## src/rtl/vector_mem_sequencer_pkg.sv

```systemverilog
// Shared types and sizing for the MEM-stage vector memory sequencer.
package vmem_pkg;

  localparam int unsigned DEF_LANES = 4;
  localparam int unsigned IDX_W     = $clog2(DEF_LANES);

  typedef enum logic [2:0] {
    IDLE   = 3'd0,
    VREAD  = 3'd1,
    VDRAIN = 3'd2,
    VWRITE = 3'd3,
    DONE   = 3'd4
  } vmem_state_t;

endpackage

```

## src/rtl/vector_mem_sequencer_lane_counter.sv

```systemverilog
// Lane index counter: cleared on vector entry, stepped once per issued lane.
module vmem_lane_counter #(
  parameter int unsigned LANES = 4,
  parameter int unsigned CNT_W = 2
) (
  input  logic             clk,
  input  logic             rst,
  input  logic             clr,
  input  logic             inc,
  output logic [CNT_W-1:0] idx,
  output logic             last_c
);

  always_ff @(posedge clk) begin
    if (rst || clr) begin
      idx <= '0;
    end else if (inc) begin
      idx <= idx + CNT_W'(1);
    end
  end

  assign last_c = (idx == CNT_W'(LANES - 1));

endmodule

```

## src/rtl/vector_mem_sequencer.sv

```systemverilog
// Serialises vector loads/stores onto a single-ported data memory one lane per
// cycle, stalling the pipeline meanwhile; scalar accesses pass straight through.
module vector_mem_sequencer
  import vmem_pkg::*;
#(
  parameter int unsigned LANES  = 4,
  parameter int unsigned DATA_W = 32,
  parameter int unsigned ADDR_W = 32
) (
  input  logic                    clk,
  input  logic                    rst,
  input  logic                    vread_req,
  input  logic                    vwrite_req,
  input  logic                    sread_req,
  input  logic                    swrite_req,
  input  logic [ADDR_W-1:0]       addr,
  input  logic [DATA_W-1:0]       swdata,
  input  logic [LANES*DATA_W-1:0] vwdata,
  output logic [ADDR_W-1:0]       mem_addr,
  output logic                    mem_re,
  output logic                    mem_we,
  output logic [DATA_W-1:0]       mem_wdata,
  input  logic [DATA_W-1:0]       mem_rdata,
  output logic [DATA_W-1:0]       srdata,
  output logic [LANES*DATA_W-1:0] vrdata,
  output logic                    vdone,
  output logic                    stall
);

  localparam int unsigned CNT_W = $clog2(LANES);
  localparam int unsigned VEC_W = LANES * DATA_W;

  vmem_state_t       state, state_nx;
  logic [ADDR_W-1:0] base;
  logic [VEC_W-1:0]  lane_buf;
  logic [CNT_W-1:0]  idx;
  logic              last_c;
  logic              clr;
  logic              inc;
  logic              vreq;
  logic [DATA_W-1:0] lane_wdata;

  assign vreq   = vread_req | vwrite_req;
  assign srdata = mem_rdata;

  vmem_lane_counter #(
    .LANES (LANES),
    .CNT_W (CNT_W)
  ) u_lane_counter (
    .clk    (clk),
    .rst    (rst),
    .clr    (clr),
    .inc    (inc),
    .idx    (idx),
    .last_c (last_c)
  );

  // Next state, memory mux and strobes; strobes and stall are forced low in reset.
  always_comb begin
    state_nx   = state;
    clr        = 1'b0;
    inc        = 1'b0;
    stall      = 1'b0;
    mem_addr   = addr;
    mem_re     = 1'b0;
    mem_we     = 1'b0;
    mem_wdata  = swdata;
    lane_wdata = '0;
    for (int i = 0; i < LANES; i++) begin
      if (idx == CNT_W'(i)) lane_wdata = lane_buf[i*DATA_W +: DATA_W];
    end
    case (state)
      IDLE: begin
        if (vreq) begin
          stall    = 1'b1;
          clr      = 1'b1;
          state_nx = vread_req ? VREAD : VWRITE;
        end else begin
          mem_re = sread_req;
          mem_we = swrite_req;
        end
      end
      VREAD: begin
        stall    = 1'b1;
        inc      = 1'b1;
        mem_re   = 1'b1;
        mem_addr = base + ADDR_W'(idx);
        if (last_c) state_nx = VDRAIN;
      end
      VDRAIN: begin
        stall    = 1'b1;
        state_nx = DONE;
      end
      VWRITE: begin
        stall     = 1'b1;
        inc       = 1'b1;
        mem_we    = 1'b1;
        mem_addr  = base + ADDR_W'(idx);
        mem_wdata = lane_wdata;
        if (last_c) state_nx = DONE;
      end
      DONE:    state_nx = IDLE;
      default: state_nx = IDLE;
    endcase
    if (rst) begin
      mem_re = 1'b0;
      mem_we = 1'b0;
      stall  = 1'b0;
    end
  end

  // Read lanes land in lane_buf one cycle after issue; vrdata updates only on completion.
  always_ff @(posedge clk) begin
    if (rst) begin
      state    <= IDLE;
      base     <= '0;
      lane_buf <= '0;
      vrdata   <= '0;
      vdone    <= 1'b0;
    end else begin
      state <= state_nx;
      vdone <= (state_nx == DONE);
      if (state == IDLE && vreq) begin
        base     <= addr;
        lane_buf <= vwdata;
      end
      if (state == VREAD) begin
        for (int i = 0; i < LANES - 1; i++) begin
          if (idx == CNT_W'(i + 1)) lane_buf[i*DATA_W +: DATA_W] <= mem_rdata;
        end
      end
      if (state == VDRAIN) begin
        vrdata <= {mem_rdata, lane_buf[(LANES-1)*DATA_W-1:0]};
      end
    end
  end

endmodule
```

## config.mk

```make
export PLATFORM = sky130hd
export DESIGN_NAME = vector_mem_sequencer
export DESIGN_NICKNAME = d
export VERILOG_FILES = /design/src/rtl/vector_mem_sequencer_pkg.sv /design/src/rtl/vector_mem_sequencer_lane_counter.sv /design/src/rtl/vector_mem_sequencer.sv
export SDC_FILE = /design/constraint.sdc
export NUM_CORES = 1
export LEC_CHECK = 0
export BUFFER_PORTS_ARGS = -buffer_cell sky130_fd_sc_hd__buf_4
export CORE_AREA = 2 2 160 224
export CTS_BUF_LIST = sky130_fd_sc_hd__clkbuf_8
export CTS_CLUSTER_DIAMETER = 80
export DETAILED_ROUTE_END_ITERATION = 16
export DIE_AREA = 0 0 162 226
export PLACE_DENSITY_LB_ADDON = 0.12
export SYNTH_ARGS = -nofsm -noshare
export SYNTH_HDL_FRONTEND = slang
export SYNTH_SLANG_ARGS = --single-unit
```

## constraint.sdc

```tcl
create_clock -name clk -period 2.9 [get_ports clk]
set_input_delay 0.29 -clock clk [delete_from_list [all_inputs] [get_ports clk]]
set_output_delay 0.29 -clock clk [all_outputs]
set_load 0.01 [all_outputs]
```

After elaboration in Yosys (flattened, before gate mapping)

Cells that the tools add are included.

Register bits: 294
Logic and storage cells: 50
Bits of input ports: 230

Muxes and demuxes: 27
Equal/unequal tests: 7
Bitwise logic cells: 1
Reduce and logical (&&, ||, !) cells: 6
Add/sub/neg operators: 2

Operators with widths:

| kind                                           | number |
|---|---|
| 2-to-1 mux 32 bit                              | 9 |
| 2-to-1 mux 96 bit                              | 2 |
| adder 32 x 2 -> 32 bit                         | 1 |
| one-hot mux 3 bit (4 select lines)             | 1 |
| 2-to-1 mux 3 bit                               | 3 |
| 2-to-1 mux 1 bit                               | 8 |
| == test 3 x 2 -> 1 bit (second input constant) | 2 |
| one-hot mux 1 bit (2 select lines)             | 3 |
| == test 2 bit (second input constant)          | 2 |
| == test 3 x 1 -> 1 bit (second input constant) | 1 |
| == test 3 bit (second input constant)          | 1 |
| logical NOT 3 bit                              | 1 |
| OR reduction 3 bit                             | 1 |
| adder 2 x 1 -> 2 bit (second input constant)   | 1 |
| == test 2 x 1 -> 1 bit (second input constant) | 1 |
| logical NOT 2 bit                              | 1 |
| 2-to-1 mux 2 bit                               | 1 |
| OR reduction 2 bit                             | 1 |
| logical AND 1 bit                              | 1 |
| logical OR 1 bit                               | 1 |
| bitwise OR 1 bit                               | 1 |

Logic depth before layout (Yosys ltp)

Word-level depth: 6
Gate-level depth with buffers: 9
Mapped depth without buffers: 7

By module

A second synthesis with hierarchy kept.

Cell total of the unflattened synthesis: 1700
Area, all modules: 13367.8 µm²

Modules (own cells, without submodules):

| module               | area each (µm²) | instances | sequential area each (µm²) | cells an instance |
|---|---|---|---|---|
| vector_mem_sequencer | 13276.5         | 1         | 5845.6                     | 1693 |
| vmem_lane_counter    | 91.3            | 1         | 40.0                       | 7 |

Worst setup path before layout

Ideal clock, no wire load.

Kind: register -> output
Start: register u_lane_counter.idx[0]
End: output mem_addr[20]
Setup slack: 582 ps
Arrival time: 2028 ps
Stages on the path, launching flop included: 8
Buffers on the path: 0
Cell sequence: dfxtp_1 ha_1 inv_1 fa_1 nand3b_1 nor4_1 xnor2_1 o21ai_0

Longest elaborated chain between the ends: 2

Ends and longest elaborated chain:

| element                | RTL line                                               | source |
|---|---|---|
| start, declared        | vector_mem_sequencer_lane_counter.sv:10                | `output logic [CNT_W-1:0] idx,` |
| start signal, assigned | vector_mem_sequencer_lane_counter.sv:18                | `idx <= idx + CNT_W'(1);` |
| adder 32 x 2 -> 32 bit | vector_mem_sequencer.sv:87, vector_mem_sequencer.sv:98 |  |
| 2-to-1 mux 32 bit      | --                                                     |  |
| end, declared          | vector_mem_sequencer.sv:19                             | `output logic [ADDR_W-1:0] mem_addr,` |

No other way between the ends.

Worst setup path in the final report

Start: register base[18]
End: output mem_addr[29]

Longest elaborated chain between the ends: 2

Ends and longest elaborated chain:

| element                | RTL line                                               | source |
|---|---|---|
| start, declared        | vector_mem_sequencer.sv:34                             | `logic [ADDR_W-1:0] base;` |
| start signal, assigned | vector_mem_sequencer.sv:124                            | `base <= addr;` |
| adder 32 x 2 -> 32 bit | vector_mem_sequencer.sv:87, vector_mem_sequencer.sv:98 |  |
| 2-to-1 mux 32 bit      | --                                                     |  |

No other way between the ends.

==> results.txt <==
----------------------------------------------------
[STA]
  Largest clock skew in the final design ... 18.1 ps
  Min setup slack post-route ... 14.6 ps
  Max-slew violations ... 0
  Final worst path period need ... 2890 ps
  Hold Fails Final Rpt ... 0
  Setup TNS ... 0 ps
  Number of endpoints failing setup at the final stage ... 0
  RSZ-0062 raised after global routing ... true
  Share of the cycle needed by the critical path after routing ... 99.5%
  Worst rel slew slack ... 53.7%
  Actual slew at the worst max-slew pin ... 694 ps
  Maximum achievable frequency ... 0.347 GHz

[Drt]
  Avg WL per Cell ... 18.4 um
  Wirelength, routed ... 53700 um
  Initial DRT Pass Iterations ... 7
  Detailed-route vias per instance ... 5.18
  Antenna Violating Nets Remaining ... 0
  Via total after detailed routing ... 15124
  DRC violations left ... 0
  Number of violations reported at the end of detailed-routing iteration 0 ... 946

[Yosys]
  Number of enable flip-flop cells after synthesis ... 0
  Most common flop cell mapped by yosys ... sky130_fd_sc_hd__dfxtp_1
  Share of the yosys chip area belonging to registers ... 43.2%
  Synth top cells by count ... sky130_fd_sc_hd__nand2_1 (690), sky130_fd_sc_hd__dfxtp_1 (294), sky130_fd_sc_hd__a21oi_1 (261), sky130_fd_sc_hd__clkbuf_1 (134), sky130_fd_sc_hd__nor2_1 (110)
  Dominant cell by count in the synthesized netlist ... sky130_fd_sc_hd__nand2_1
  Share of flip-flops with an asynchronous set or reset after synthesis ... 0%
  Area share of the largest cell type after synthesis ... 43.2%
  Syn_area_per_cell ... 7.29 sq um
  Post-Synthesis Net Count ... 2106
  Count of mapped cells out of synthesis ... 1869
  Netlist area before placement ... 13600 sq um
  Cell types occupying the most area after synthesis ... sky130_fd_sc_hd__dfxtp_1 (43%), sky130_fd_sc_hd__nand2_1 (19%), sky130_fd_sc_hd__a21oi_1 (9.6%)
  Flip-flop and latch count after synthesis ... 294
  Library cell with the largest summed area after synthesis ... sky130_fd_sc_hd__dfxtp_1
  Unique masters post-synth ... 44
  Count of synthesis-stage warnings from yosys ... 0

[Outcome]
  Outcome ... completed

[CTS]
  Buffers from clock root to sink, at most ... 3
  Clock tree sinks ... 294
  Clock latency on the worst-skew pair ... 590 ps
  Total CTS buffers ... 48
  Number of levels the H-tree was split into ... 2
  Clock-pin transition on the worst setup and hold timing paths ... 60 ps
  TritonCTS clock tree ... done
  Root buffer selected by CTS ... sky130_fd_sc_hd__clkbuf_8

[Placement]
  Weighted congestion reported at the end of routability-driven placement ... 0.926
  Placed wire-length estimate ... 35900 um
  Pre-CTS setup slack ... 100 ps
  Number of buffers inserted by port buffering ... 457
  Placed cell area ... 17200 sq um
  Number of cells in the design after placement ... 2625

[Floorplan]
  Die area ... 36600 sq um
  Count of pins on the block boundary ... 458
  Effective utilization at floorplan ... 39.3%
  Core ar. ... 34700 sq um
  Num rows ... 81
  Die boundary height ... 226 um
  Die X ... 162 um

[Worst setup path]
  Crit path from ... base[18]
  Critical path start-end classification ... reg2out
  Largest driver fanout on the critical path ... 7
  Worst Setup End Kind ... primary output
  Required @ worst endpoint ... 2610 ps
  WP data arrival ... 2600 ps
  Reg2Reg Setup Slack ... 290 ps
  Worst Setup Start Kind ... flip-flop
  R2R cell count ... 5
  Worst reg2reg path startpoint ... state[1]
  Capture point of the critical path ... mem_addr[29]
  Endpoint of the lowest-slack register-to-register path ... lane_buf[78]

[GRT]
  Largest net degree at the start of global routing ... 150
  Vias in the first global route ... 14522
  Number of antenna violations at the first check in global routing ... 0
  Overflow after GRT ... 0
  Global-route wire length before repair ... 81400 um
  Overall routing resource usage ... 28.1%

[Finish]
  Fraction of final layout cells sized beyond drive strength 1 ... 26.5%
  Synth-to-layout area growth ... 50.1%
  Final-layout fill cell count ... 3278
  Post-Layout Inst Area ... 20500 sq um
  Final cell utilization of the core ... 59.0%
  Number of nets in the final layout ... 2666
  Non-filler cells, final ... 2917

[Worst hold path]
  Hold crit path type ... in2reg

[Pwr]
  Reported leakage power ... 8.41 nW
  Worst supply voltage drop on vdd ... 0.283 mV
  Total power density per cell area ... 502 nW/um^2

[Flow run]
  Number of max-cap violations ... 0

----------------------------------------------------
-- metrics by stage --
stage	hold slack (ps)	total power, mW
finish	37.1	10.3
CTS	0.385	10.3
floorplan	426	5.56
detailed placement	447	6.47
global route	23.5	10.7
global placement	442	6.46
-- routing by layer --
metal	wire, um	vias up	share of wire (%)	track usage (%)
met2	25800	598	48	46.7
met3	3440	108	6.4	4.81
li1	-	7354	-	-
met1	22300	7064	42	35.9
met4	2110	0	3.9	11.7
met5	0	-	0	0
-- kinds of logic (layout without fill, tap and decap cells) --
family,Yosys count,after routing,synth area share [%]
other cells,0,1,0
flops,294,294,43.2
compound gates,422,422,18.2
mux,32,32,2.64
xor+xnor,31,31,1.99
simple gates,889,889,26.8
fa+ha+maj,7,7,0.698
buf+inv,194,785,6.49
-- area by class of cell --
| type | instances | area, sq um | share of cell area, % |
|---|---|---|---|
| flip-flops and latches | 294 | 5900 | 28.8 |
| diodes | 1 | 2.50 | 0.0122 |
| repair buffers | 697 | 5920 | 28.9 |
| inverters | 7 | 26.3 | 0.128 |
| multi-input cells | 1381 | 7110 | 34.8 |
| clock buffers | 58 | 798 | 3.90 |
| clock inverters | 23 | 131 | 0.642 |
| well taps | 456 | 571 | 2.79 |
-- flip-flops by register name, summed over array words and instances, names as in the netlist --
signal / count
lane_buf: 128
vrdata: 128
base: 32
state: 3
u_lane_counter.idx: 2
vdone: 1
-- layout by cell type, fill, tap and decap left out, types with 7 or more instances in the layout --
cell	count
sky130_fd_sc_hd__buf_4	482
sky130_fd_sc_hd__xor2_1	10
sky130_fd_sc_hd__a311oi_1	96
sky130_fd_sc_hd__dlygate4sd3_1	195
sky130_fd_sc_hd__nand2_1	685
sky130_fd_sc_hd__nand3_1	7
sky130_fd_sc_hd__o21ai_1	9
sky130_fd_sc_hd__dfxtp_1	288
sky130_fd_sc_hd__nor4_4	7
sky130_fd_sc_hd__nor2_1	110
sky130_fd_sc_hd__xnor2_1	21
sky130_fd_sc_hd__inv_1	18
sky130_fd_sc_hd__clkbuf_8	59
sky130_fd_sc_hd__buf_12	13
sky130_fd_sc_hd__o21ai_0	54
sky130_fd_sc_hd__a21oi_1	255
sky130_fd_sc_hd__clkinv_2	8
sky130_fd_sc_hd__mux2_2	32
sky130_fd_sc_hd__nand3b_1	33
-- power by group --
part,internal [mW],total (mW),switching [mW]
Sequential,4.30,4.54,0.239
Combinational,1.01,2.14,1.13
Clock,1.89,3.58,1.69
-- timing repair --
| item | CTS | global route |
|---|---|---|
| setup endpoints to repair | 47 | 30 |
| gates resized for setup | 36 | 21 |
| hold buffers | 195 | 0 |
| buffers inserted | 10 | 5 |
| pin swaps | 9 | 11 |
| endpoints found under the hold margin | 189 | 0 |
-- how the worst min path moves through the flow --
stage                  startpoint             to  cells after the start  slack [ps]
CTS                 mem_rdata[31]    vrdata[127]                      3         0.4
global route        mem_rdata[31]    vrdata[127]                      3          20
finish              mem_rdata[31]    vrdata[127]                      3          40
detailed placement  lane_buf[110]  lane_buf[110]                      2         450
floorplan             vwdata[100]  lane_buf[100]                      2         430
global placement    lane_buf[111]  lane_buf[111]                      2         440
-- worst max-delay path: stages (launching register included) --
cell	delay [ps]
sky130_fd_sc_hd__dfxtp_1	430
sky130_fd_sc_hd__and3_2	280
sky130_fd_sc_hd__nand2b_4	120
sky130_fd_sc_hd__or4_4	530
sky130_fd_sc_hd__or3_1	320
sky130_fd_sc_hd__a31oi_1	170
sky130_fd_sc_hd__buf_4	160
No activity file was read; power rests on OpenSTA's default activity.
